==> src/rtl/addr8u_pkg.sv <==
// Shared types and helpers for the 8-bit adder feed-and-check stage.
// Holds the FSM state encoding, datapath widths and the behavioural golden sum.
package addr8u_pkg;

  localparam int ADDR_W = 8;
  localparam int SUM_W  = 9;

  typedef enum logic [1:0] {
    ST_IDLE   = 2'd0,
    ST_SETTLE = 2'd1,
    ST_CHECK  = 2'd2,
    ST_DONE   = 2'd3
  } state_e;

  // Reference sum the adder result is judged against; the carry lands in bit 8.
  function automatic logic [SUM_W-1:0] golden_sum(input logic [ADDR_W-1:0] a,
                                                  input logic [ADDR_W-1:0] b);
    return {1'b0, a} + {1'b0, b};
  endfunction

endpackage

==> src/rtl/addr8u_check_stage_if.sv <==
// Operand/result handshake bundle of the adder check stage.
// master = producer/consumer side, slave = the stage itself.
interface addr8u_check_stage_if;
  import addr8u_pkg::*;

  logic              in_valid;
  logic              in_ready;
  logic [ADDR_W-1:0] in_a;
  logic [ADDR_W-1:0] in_b;
  logic              out_valid;
  logic              out_ready;
  logic [SUM_W-1:0]  out_sum;
  logic              out_err;
  logic [1:0]        out_retry;

  modport master (
    output in_valid, in_a, in_b, out_ready,
    input  in_ready, out_valid, out_sum, out_err, out_retry
  );

  modport slave (
    input  in_valid, in_a, in_b, out_ready,
    output in_ready, out_valid, out_sum, out_err, out_retry
  );

endinterface

==> src/rtl/addr8u_sat_cnt.sv <==
// Saturating up-counter with synchronous clear; clear wins over increment.
module addr8u_sat_cnt #(
  parameter int CNT_W = 8
) (
  input  logic             clk,
  input  logic             rst,
  input  logic             clr_i,
  input  logic             inc_i,
  output logic [CNT_W-1:0] cnt_o
);

  logic [CNT_W-1:0] cnt_q;

  // Count events, sticking at all-ones until cleared.
  always_ff @(posedge clk or posedge rst) begin
    if (rst) begin
      cnt_q <= {CNT_W{1'b0}};
    end else if (clr_i) begin
      cnt_q <= {CNT_W{1'b0}};
    end else if (inc_i && (cnt_q != {CNT_W{1'b1}})) begin
      cnt_q <= cnt_q + CNT_W'(1);
    end else begin
      cnt_q <= cnt_q;
    end
  end

  assign cnt_o = cnt_q;

endmodule

==> src/rtl/addr8u_check_stage.sv <==
// Feeds registered operands to an external combinational adder, checks its result
// against a golden sum, re-issues on mismatch and flags sums it had to correct.
module addr8u_check_stage
  import addr8u_pkg::*;
#(
  parameter int CNT_W     = 8,
  parameter int MAX_RETRY = 1,
  parameter int SETTLE    = 1
) (
  input  logic              clk,
  input  logic              rst,
  addr8u_check_stage_if.slave bus,
  output logic [ADDR_W-1:0] add_a,
  output logic [ADDR_W-1:0] add_b,
  input  logic [SUM_W-1:0]  add_o,
  output logic [CNT_W-1:0]  err_cnt,
  input  logic              clr_cnt
);

  localparam logic [3:0] SETTLE_LD = 4'(SETTLE);
  localparam logic [1:0] RETRY_MAX = 2'(MAX_RETRY);
  localparam state_e     ST_ISSUE  = (SETTLE == 0) ? ST_CHECK : ST_SETTLE;

  state_e            state_q;
  logic [ADDR_W-1:0] add_a_q;
  logic [ADDR_W-1:0] add_b_q;
  logic [3:0]        settle_q;
  logic [1:0]        retry_q;
  logic [SUM_W-1:0]  out_sum_q;
  logic              out_err_q;
  logic              out_valid_q;
  logic              in_ready_q;

  logic [SUM_W-1:0]  golden_d;
  logic              mismatch_d;

  assign golden_d   = golden_sum(add_a_q, add_b_q);
  assign mismatch_d = (state_q == ST_CHECK) && (add_o != golden_d);

  // Whole handshake/retry sequencer. DONE spends one cycle presenting the
  // registered result before out_valid rises, so the result is stable first.
  always_ff @(posedge clk or posedge rst) begin
    if (rst) begin
      state_q     <= ST_IDLE;
      add_a_q     <= {ADDR_W{1'b0}};
      add_b_q     <= {ADDR_W{1'b0}};
      settle_q    <= 4'd0;
      retry_q     <= 2'd0;
      out_sum_q   <= {SUM_W{1'b0}};
      out_err_q   <= 1'b0;
      out_valid_q <= 1'b0;
      in_ready_q  <= 1'b0;
    end else begin
      case (state_q)
        ST_IDLE: begin
          if (bus.in_valid && in_ready_q) begin
            add_a_q    <= bus.in_a;
            add_b_q    <= bus.in_b;
            retry_q    <= 2'd0;
            settle_q   <= SETTLE_LD;
            in_ready_q <= 1'b0;
            state_q    <= ST_ISSUE;
          end else begin
            in_ready_q <= 1'b1;
          end
        end
        ST_SETTLE: begin
          settle_q <= settle_q - 4'd1;
          if (settle_q == 4'd1) begin
            state_q <= ST_CHECK;
          end else begin
            state_q <= ST_SETTLE;
          end
        end
        ST_CHECK: begin
          if (!mismatch_d) begin
            out_sum_q <= add_o;
            out_err_q <= 1'b0;
            state_q   <= ST_DONE;
          end else if (retry_q < RETRY_MAX) begin
            retry_q  <= retry_q + 2'd1;
            settle_q <= SETTLE_LD;
            state_q  <= ST_ISSUE;
          end else begin
            out_sum_q <= golden_d;
            out_err_q <= 1'b1;
            state_q   <= ST_DONE;
          end
        end
        ST_DONE: begin
          if (!out_valid_q) begin
            out_valid_q <= 1'b1;
          end else if (bus.out_ready) begin
            out_valid_q <= 1'b0;
            in_ready_q  <= 1'b1;
            state_q     <= ST_IDLE;
          end else begin
            out_valid_q <= 1'b1;
          end
        end
        default: begin
          out_valid_q <= 1'b0;
          in_ready_q  <= 1'b0;
          state_q     <= ST_IDLE;
        end
      endcase
    end
  end

  addr8u_sat_cnt #(
    .CNT_W (CNT_W)
  ) u_err_cnt (
    .clk   (clk),
    .rst   (rst),
    .clr_i (clr_cnt),
    .inc_i (mismatch_d),
    .cnt_o (err_cnt)
  );

  assign add_a         = add_a_q;
  assign add_b         = add_b_q;
  assign bus.in_ready  = in_ready_q;
  assign bus.out_valid = out_valid_q;
  assign bus.out_sum   = out_sum_q;
  assign bus.out_err   = out_err_q;
  assign bus.out_retry = retry_q;

endmodule
==> src/flat_wrapper.sv <==
// flat-port wrapper written by rule: the top's interface ports become plain ports
module addr8u_check_stage_flat import addr8u_pkg::*;
#(
  parameter int CNT_W     = 8,
  parameter int MAX_RETRY = 1,
  parameter int SETTLE    = 1
)
  (clk, rst, add_a, add_b, add_o, err_cnt, clr_cnt, bus_in_valid, bus_in_a, bus_in_b, bus_out_ready, bus_in_ready, bus_out_valid, bus_out_sum, bus_out_err, bus_out_retry);
  addr8u_check_stage_if bus_i ();
  input  logic clk;
  input  logic rst;
  output logic [ADDR_W-1:0] add_a;
  output logic [ADDR_W-1:0] add_b;
  input  logic [SUM_W-1:0] add_o;
  output logic [CNT_W-1:0] err_cnt;
  input  logic clr_cnt;
  input wire logic [$bits(bus_i.in_valid)-1:0] bus_in_valid;
  input wire logic [$bits(bus_i.in_a)-1:0] bus_in_a;
  input wire logic [$bits(bus_i.in_b)-1:0] bus_in_b;
  input wire logic [$bits(bus_i.out_ready)-1:0] bus_out_ready;
  output wire logic [$bits(bus_i.in_ready)-1:0] bus_in_ready;
  output wire logic [$bits(bus_i.out_valid)-1:0] bus_out_valid;
  output wire logic [$bits(bus_i.out_sum)-1:0] bus_out_sum;
  output wire logic [$bits(bus_i.out_err)-1:0] bus_out_err;
  output wire logic [$bits(bus_i.out_retry)-1:0] bus_out_retry;
  assign bus_i.in_valid = bus_in_valid;
  assign bus_i.in_a = bus_in_a;
  assign bus_i.in_b = bus_in_b;
  assign bus_i.out_ready = bus_out_ready;
  assign bus_in_ready = bus_i.in_ready;
  assign bus_out_valid = bus_i.out_valid;
  assign bus_out_sum = bus_i.out_sum;
  assign bus_out_err = bus_i.out_err;
  assign bus_out_retry = bus_i.out_retry;
  addr8u_check_stage #(.CNT_W(CNT_W), .MAX_RETRY(MAX_RETRY), .SETTLE(SETTLE)) u_core (.clk(clk), .rst(rst), .bus(bus_i), .add_a(add_a), .add_b(add_b), .add_o(add_o), .err_cnt(err_cnt), .clr_cnt(clr_cnt));
endmodule
==> config.mk <==
export PLATFORM = sky130hd
export DESIGN_NAME = addr8u_check_stage_flat
export DESIGN_NICKNAME = d
export VERILOG_FILES = /design/src/rtl/addr8u_pkg.sv /design/src/rtl/addr8u_check_stage_if.sv /design/src/rtl/addr8u_sat_cnt.sv /design/src/rtl/addr8u_check_stage.sv /design/src/flat_wrapper.sv
export SDC_FILE = /design/constraint.sdc
export NUM_CORES = 1
export LEC_CHECK = 0
export CORE_MARGIN = 4
export CORE_UTILIZATION = 49
export CTS_CLUSTER_SIZE = 14
export DETAILED_ROUTE_END_ITERATION = 8
export GPL_ROUTABILITY_DRIVEN = 0
export GPL_TIMING_DRIVEN = 0
export HOLD_SLACK_MARGIN = 0.1
export PLACE_DENSITY = 0.83
export SLEW_MARGIN = 25
export SYNTH_ARGS = -nofsm -noshare
export SYNTH_HDL_FRONTEND = slang
export SYNTH_SLANG_ARGS = --single-unit
export TNS_END_PERCENT = 1
==> constraint.sdc <==
create_clock -name clk -period 3.7 [get_ports clk]
set_clock_uncertainty 0.1 [all_clocks]
set_input_delay 0.555 -clock clk [delete_from_list [all_inputs] [get_ports clk]]
set_output_delay 0.555 -clock clk [all_outputs]
set_load 0.01 [all_outputs]
==> results of run 1 <==
==> critical path: cells and delay by family (launching register included) <==
kind | cells | cell delay, ns
simple gates | 6 | 1.26
xor+xnor | 1 | 0.15
buf+inv | 2 | 0.25
mux | 1 | 0.33
fa+ha+maj | 2 | 0.66
flops | 1 | 0.41
==> registers in the layout (all words and copies together), names as in the netlist <==
signal and cells:
u_core.add_b 8, u_core.bus.out_retry 2, u_core.u_err_cnt.cnt_o 8, u_core.add_a 8
u_core.settle_q 4, u_core.bus.in_ready 1, u_core.bus.out_sum 9, u_core.bus.out_valid 1
u_core.bus.out_err 1, u_core.state_q 2
==> metal layers <==
| layer | routed length (µm) | vias to the layer above | global-route usage [%] | part of all wire (%) |
|---|---|---|---|---|
| met5 | 0 | - | 0 | 0 |
| met4 | 133 | 0 | 8.64 | 2.0 |
| met3 | 398 | 14 | 5.21 | 6.0 |
| met2 | 3300 | 83 | 36.8 | 50 |
| met1 | 2810 | 1168 | 26.7 | 42 |
| li1 | - | 1194 | - | - |
==> area by class of cell <==
| class | count | area [µm²] | area share, % |
|---|---|---|---|
| repair buffers | 67 | 681 | 19.1 |
| well taps | 70 | 87.6 | 2.46 |
| clock buffers | 7 | 86.3 | 2.43 |
| flip-flops and latches | 44 | 1100 | 31.0 |
| inverters | 12 | 45.0 | 1.27 |
| multi-input cells | 234 | 1470 | 41.3 |
| clock inverters | 1 | 7.51 | 0.211 |
| plain buffers | 17 | 78.8 | 2.22 |
==> layout by cell type, fill, tap and decap left out, types with 8 or more instances in the layout <==
cell             instances
clkbuf_1                13
xnor2_1                  9
nand2_1                 65
ha_1                    12
nor2_1                  29
o21ai_0                 10
dfrtp_1                 44
inv_1                   11
a21oi_1                 11
clkdlybuf4s50_1         66
nand3_1                  8
==> cell families (layout without fill, tap and decap cells) <==
logic type      after synthesis  count (layout)  share of synthesized area, %
compound gates               48              48                          12.3
flops                        44              44                          40.9
buf+inv                      29             104                          4.60
xor+xnor                     17              17                          5.81
mux                          14              14                          5.95
simple gates                142             142                          24.2
fa+ha+maj                    13              13                          6.32
==> where the power goes <==
part	switching, mW	total, mW	internal (mW)
logic	0.905	1.73	0.822
registers	0.138	0.796	0.658
clock network	0.169	0.321	0.152
==> stage by stage <==
stage | worst slack [ns] | instance area (µm²)
floorplan | 0.755 | 2690
global placement | 0.535 | 3440
detailed placement | 0.510 | 3460
CTS | 0.415 | 3560
global route | 0.207 | 3560
finish | 0.428 | 3560
==> worst max-delay path by stage <==
stage                               start                       to  slack [ns]  cells after the start
after floorplan           u_core.add_a[3]  u_core.bus.out_retry[1]        0.75                     10
final                     u_core.add_a[0]  u_core.bus.out_retry[1]        0.43                     12
after global placement    u_core.add_a[0]  u_core.bus.out_retry[1]        0.53                     12
after global routing      u_core.add_a[0]  u_core.bus.out_retry[1]        0.21                     12
after CTS                 u_core.add_a[0]  u_core.bus.out_retry[1]        0.42                     12
after detailed placement  u_core.add_a[0]  u_core.bus.out_retry[1]        0.51                     12
==> reports/summary.txt, run 1 <==
Outcome: finished, final reports clean
Pre-antenna DRT Iters: 4
Share of layout cells above drive strength 1: 8.12%
Synth warnings: 0
Worst R2R Start: u_core.add_a[0]
Max VDD drop: 0.515 mV
GRT overflow: 0
#FFs+latches synth: 44
Std-Cell Rows: 26
First-pass GRT wire length: 11.3 mm
Worst-Margin Slew: 0.493 ns
Worst-path clk slew: 0.08 ns
Largest area contributor in the netlist: dfrtp_1
Crit start category: register
All-Layer GR Usage: 21.8%
Maximum root-to-sink buffer count: 2
Clk_lat worst skew: 0.30 ns
HP Class: register to register
Critical path type: register to register
Worst hold slack: 0.379 ns
Initial Util: 51.8%
Static Leak: 1.58 nW
Final nets: 424
CTS tree: built
Fmax: 306 MHz
Filler instances: 437
Final HPWL DP: 5.20 mm
Placed Cells: 444
Reg2Reg Setup Slack: 0.43 ns
Hold Path End: u_core.bus.out_sum[3]
IO Port Bufs: 66
Number of global-route vias before repair: 2,524
Initial antenna violation count: 0
Top post-synthesis cells by count: nand2_1, dfrtp_1, nor2_1
Cell area after synthesis: 2690 µm²
Clock sinks: 44
Chip Width: 82.1 µm
N_diodes: 0
DR vias/cell: 5.44
Post-synth EDFFs: 0
Cells along the critical path: ha_1 > inv_1 > fa_1 > xnor2_1 > nor3_1 > nand3_1 > nor4_1 > nand4_1 > nor3_4 > or3_1 > buf_2 > mux2_1
Period utilization: 88.4%
Max Cap Viol: 0
CP Max Fanout: 6
Worst stage delay on the critical path: 0.44 ns
Slew Limit Fails: 0
R2R depth: 12
Fin. Hold Viols: 0
Post-route DRC: 0
CP max-delay cell: fa_1
Die Y: 82.1 µm
Synthesis-to-layout area growth: 32.0%
Largest net degree at the start of global routing: 30
Num CTS Buffers: 5
CP arrival: 3.36 ns
Primary FF master, synth: dfrtp_1
Asr flop ratio synth: 100%
Crit end category: register
Final setup viols: 0
Final core occ: 68.3%
TNS Setup: 0 ns
Wire per inst: 14.7 µm
Setup Buffers After CTS: 0
DR iter-0 viols: 99
Floorplan Core Area: 5200 µm²
Critical R2R Capture: u_core.bus.out_retry[1]
Register area share after synthesis: 40.9%
DRT Wirelength: 6.65 mm
Required @ worst endpoint: 3.79 ns
IO Pins: 68
Top cell type's share of synthesized area: 40.9%
Synth Instances: 307
CTS Hold Bufs: 0
H-tree depth: 2
PD cells: 800 nW/µm²
Vias: 2,459
Post-CTS sizing: 0
Total power: 2.84 mW
Hold depth: 1
Final cell count without fillers: 452
Syn nets: 350
Netlist cell types: 51
CTS Root Cell: clkbuf_8
Final ANT Viol Nets: 0
Count leader, synth: nand2_1
Hold path start: u_core.bus.out_sum[3]
Full die area: 6750 µm²
Mean post-synth cell area: 8.77 µm²
RSZ-0062 raised after global routing: false
Tmin final: 3.27 ns
Synth top area cells: dfrtp_1, nand2_1, ha_1
Max_slew headroom: 67.1%
Power figures use the tool's default switching activity.
==> run 2, diff against run 1 <==
--- a/config.mk
+++ b/config.mk
@@ -12,6 +12,7 @@
 export GPL_ROUTABILITY_DRIVEN = 0
 export GPL_TIMING_DRIVEN = 0
 export HOLD_SLACK_MARGIN = 0.1
+export MAX_ROUTING_LAYER = met4
 export PLACE_DENSITY = 0.83
 export SLEW_MARGIN = 25
 export SYNTH_ARGS = -nofsm -noshare
==> reports/summary.txt, run 2 (synthesized netlist as in run 1, its figures left out) <==
Outcome: finished, final reports clean
Static Leak: 1.58 nW
RSZ-0062 raised after global routing: false
Most common cell after layout, fill and taps aside: clkdlybuf4s50_1
IO Pins: 68
Fmax: 307 MHz
CP arrival: 3.35 ns
Worst-path clk slew: 0.08 ns
Sw frac: 42.6%
CTS tree: built
IO Port Bufs: 66
Max Cap Viol: 0
Tmin final: 3.25 ns
Cell Area, Placed: 3460 µm²
Synthesis-to-layout area growth: 32.0%
Final core occ: 68.3%
H-tree depth: 2
Final setup viols: 0
DR iter-0 viols: 81
Pre-CTS WS: 0.510 ns
Post-CTS sizing: 0
CP Max Fanout: 6
Full die area: 6750 µm²
Chip Width: 82.1 µm
Initial antenna violation count: 0
Required @ worst endpoint: 3.79 ns
Slew Limit Fails: 0
Crit end category: register
Setup Buffers After CTS: 0
N_diodes: 0
Die Y: 82.1 µm
Std-Cell Rows: 26
DR vias/cell: 5.45
Worst Setup Slack, final: 0.448 ns
Final HPWL DP: 5.20 mm
Clk_lat worst skew: 0.30 ns
Total power: 2.84 mW
Largest net degree at the start of global routing: 30
First-pass GRT wire length: 11.3 mm
Clock group share of total power: 11.4%
Worst hold slack: 0.380 ns
Max_slew headroom: 67.1%
PD cells: 800 nW/µm²
Max VDD drop: 0.516 mV
CTS Hold Bufs: 0
Crit start category: register
Seq pwr share: 28.0%
Fin. Hold Viols: 0
Period utilization: 87.9%
HP Class: register to register
Pre-antenna DRT Iters: 4
Largest register FFs: 9
Share of layout cells above drive strength 1: 8.12%
Post-route DRC: 0
Final ANT Viol Nets: 0
All-Layer GR Usage: 22.4%
Initial Util: 51.8%
Maximum root-to-sink buffer count: 2
Wire per inst: 14.7 µm
Comb power frac: 60.6%
Worst-Margin Slew: 0.494 ns
Most frequent cells in the layout: clkdlybuf4s50_1, nand2_1, dfrtp_1
Critical path type: register to register
Sw power: 1.21 mW
DRT Wirelength: 6.64 mm
GRT overflow: 0
Vias: 2,464
CTS Root Cell: clkbuf_8
Final cell count without fillers: 452
TNS Setup: 0 ns
Cell internal pwr: 1.63 mW
Final nets: 424
Number of global-route vias before repair: 2,527
Floorplan Core Area: 5200 µm²
Design area: 3560 µm²
Clock sinks: 44
Placed Cells: 444
Num CTS Buffers: 5
==> run 2: path summary, 6_finish.rpt <==
check | startpoint | end | slack [ns] | depth (start not counted)
max reg2reg | u_core.add_a[0] | u_core.bus.out_retry[1] | 0.45 | 12
max in group asynchronous | rst | u_core.add_a[3] | 2.60 | 3
min | u_core.bus.out_sum[3] | u_core.bus.out_sum[3] | 0.38 | 1
max | u_core.add_a[0] | u_core.bus.out_retry[1] | 0.45 | 12
min reg2reg | u_core.bus.out_sum[3] | u_core.bus.out_sum[3] | 0.38 | 1
min in group asynchronous | rst | u_core.u_err_cnt.cnt_o[0] | 0.44 | 2
==> run 2: cell type report <==
type / count / area, µm²
Inverter: 12 / 45.0
Fill cell: 437 / 1650
Clock buffer: 7 / 86.3
Timing Repair Buffer: 67 / 681
Buffer: 17 / 78.8
Tap cell: 70 / 87.6
Clock inverter: 1 / 7.51
Multi-Input combinational cell: 234 / 1470
Sequential cell: 44 / 1100
==> run 2: power by group through the flow <==
stage	clock (mW)	combinational [mW]	sequential (mW)
6_report	0.323	1.72	0.796
3_3_place_gp	0	1.66	0.798
5_1_grt	0.348	1.91	0.824
2_1_floorplan	0	1.07	0.848
4_1_cts	0.327	1.73	0.797
3_5_place_dp	0	1.72	0.803
==> run 2: worst max-delay path: stages, from the launching register on <==
cell,delay [ns]
dfrtp_1,0.41
ha_1,0.22
inv_1,0.07
fa_1,0.44
xnor2_1,0.15
nor3_1,0.19
nand3_1,0.11
nor4_1,0.25
nand4_1,0.22
nor3_4,0.32
or3_1,0.15
buf_2,0.18
mux2_1,0.33
==> run 2: routing by layer <==
metal / track usage [%] / wire, µm / vias up
met2: 36.8 / 3300 / 83
met5: - / 0 / -
li1: - / - / 1193
met4: 8.64 / 121 / 0
met1: 26.8 / 2820 / 1175
met3: 4.99 / 397 / 13
==> run 3, diff against run 2 <==
--- a/config.mk
+++ b/config.mk
@@ -6,7 +6,7 @@
 export NUM_CORES = 1
 export LEC_CHECK = 0
 export CORE_MARGIN = 4
-export CORE_UTILIZATION = 49
+export CORE_UTILIZATION = 50
 export CTS_CLUSTER_SIZE = 14
 export DETAILED_ROUTE_END_ITERATION = 8
 export GPL_ROUTABILITY_DRIVEN = 0
@@ -17,5 +17,6 @@
 export SLEW_MARGIN = 25
 export SYNTH_ARGS = -nofsm -noshare
 export SYNTH_HDL_FRONTEND = slang
+export SYNTH_HIERARCHICAL = 1
 export SYNTH_SLANG_ARGS = --single-unit
 export TNS_END_PERCENT = 1
==> reports/summary.txt, run 3 <==
CTS Root Cell: clkbuf_8
Wire per inst: 17.0 µm
N_diodes: 0
Filler instances: 431
Std-Cell Rows: 27
Final setup viols: 0
Cell Area, Placed: 3660 µm²
CP most frequent cell: and2b_1
Top post-synthesis cells by count: dfrtp_1, inv_1, mux2_2
First-pass GRT wire length: 11.8 mm
Crit start category: register
PD cells: 911 nW/µm²
Worst Setup Slack, final: 0.151 ns
CTS Hold Bufs: 0
Max_slew headroom: 58.3%
Fmax: 282 MHz
DRT Wirelength: 7.26 mm
Placed Cells: 418
Top cell type's share of synthesized area: 38.0%
HP Class: register to register
Synth warnings: 6
Register area: 1100 µm²
Final nets: 396
Most common cell after layout, fill and taps aside: clkdlybuf4s50_1
Area of the multi-input gates: 1680 µm²
Vias: 2,489
Share of layout cells above drive strength 1: 15.3%
Max VDD drop: 0.560 mV
CP max-delay cell: fa_1
Final core occ: 67.9%
Max Cap Viol: 0
Full die area: 7070 µm²
Fin. Hold Viols: 0
Post-synth EDFFs: 0
Crit end category: register
#FFs+latches synth: 44
IO Port Bufs: 65
Primary FF master, synth: dfrtp_1
CP arrival: 3.65 ns
Final ANT Viol Nets: 0
Tmin final: 3.55 ns
H-tree depth: 2
Outcome: finished, final reports clean
Clk_lat worst skew: 0.30 ns
Netlist cell types: 72
GRT overflow: 0
DR iter-0 viols: 125
IO Pins: 68
Static Leak: 1.60 nW
CP Max Fanout: 10
All-Layer GR Usage: 21.2%
Syn nets: 323
Setup Buffers After CTS: 0
Post-route DRC: 0
Number of global-route vias before repair: 2,427
Chip Width: 84.1 µm
Final HPWL DP: 5.40 mm
Family with the most delay on the worst path: simple AND/OR/NAND/NOR gates
Maximum root-to-sink buffer count: 2
Initial Util: 51.9%
Most frequent cells in the layout: clkdlybuf4s50_1, dfrtp_1, inv_1
Final cell count without fillers: 426
Mean post-synth cell area: 10.3 µm²
Cell area after synthesis: 2900 µm²
Worst stage delay on the critical path: 0.40 ns
DR vias/cell: 5.84
Synth top area cells: dfrtp_1, mux2_2, ha_1
Num CTS Buffers: 5
Synth Instances: 280
Clock sinks: 44
CTS tree: built
Initial antenna violation count: 0
Cells along the critical path: ha_1 > inv_1 > fa_1 > and2b_1 > o22a_4 > mux2_4 > nor4_4 > nand4b_4 > buf_6 > and2_1 > nand4_1 > and2b_1 > o211a_1
Count leader, synth: dfrtp_1
Pre-antenna DRT Iters: 4
WP buf/inv: 2
Worst-Margin Slew: 0.626 ns
Largest area contributor in the netlist: dfrtp_1
Register area share after synthesis: 38.0%
Critical path type: register to register
Asr flop ratio synth: 100%
Slew Limit Fails: 0
Worst-path clk slew: 0.08 ns
Design area: 3780 µm²
Synthesis-to-layout area growth: 30.6%
Die Y: 84.1 µm
Largest net degree at the start of global routing: 28
Largest register FFs: 9
Floorplan Core Area: 5570 µm²
Period utilization: 95.9%
Required @ worst endpoint: 3.80 ns
Pre-CTS WS: 0.0303 ns
[run 3: kinds of logic (layout without fill, tap and decap cells)]
group	Yosys count	after routing	share of synthesized area, %
compound gates	71	71	19.0
fa+ha+maj	13	13	5.88
simple gates	78	78	16.3
buf+inv	34	108	5.49
flops	44	44	38.0
mux	29	29	11.5
xor+xnor	11	11	3.80
[run 3: path summary, 6_finish.rpt]
kind	from	endpoint	slack [ns]	cells after the start
max in group asynchronous	rst	u_core/add_a[6]	2.64	3
max reg2reg	u_core/add_a[0]	u_core/u_err_cnt/cnt_o[7]	0.15	13
min reg2reg	u_core/bus.out_err	u_core/bus.out_err	0.42	1
max	u_core/add_a[0]	u_core/u_err_cnt/cnt_o[7]	0.15	13
min	u_core/bus.out_err	u_core/bus.out_err	0.42	1
min in group asynchronous	rst	u_core/bus.out_sum[6]	0.43	2
[run 3: metal layers]
metal	GRT usage (%)	vias to the layer above	wire length, µm
met5	-	-	0
met4	7.60	0	73
met3	2.37	9	379
met2	33.7	92	3570
met1	28.1	1215	3230
li1	-	1173	-
[run 3: power by group]
part           total, mW  leakage, nW  internal, mW  switching, mW
logic               2.32         1.02          1.15           1.17
registers          0.825        0.536         0.669          0.156
clock network      0.305       0.0424         0.135          0.170
total               3.45         1.60          1.95           1.49
[run 3: through the flow]
step           hold slack [ns]  setup TNS [ns]  total power, mW
3_3_place_gp             0.398               0             2.95
4_1_cts                  0.422         -0.0166             3.35
3_5_place_dp             0.402               0             3.01
5_1_grt                  0.450        -0.00920             3.70
6_report                 0.420               0             3.45
2_1_floorplan            0.271               0             2.33
[run 3: cell type report]
cell class	count	share of cell area (%)
Sequential cell	44	29.1
Timing Repair Buffer	66	17.7
Clock inverter	1	0.232
Inverter	21	2.08
Clock buffer	7	2.02
Buffer	13	2.12
Multi-Input combinational cell	202	44.3
Tap cell	72	2.38
[run 3: what timing repair did]
item                                   4_1_cts  5_1_grt
pin swaps                                    0        2
resized for setup                            0        6
setup endpoints to repair                    1        7
endpoints found under the hold margin        0        0
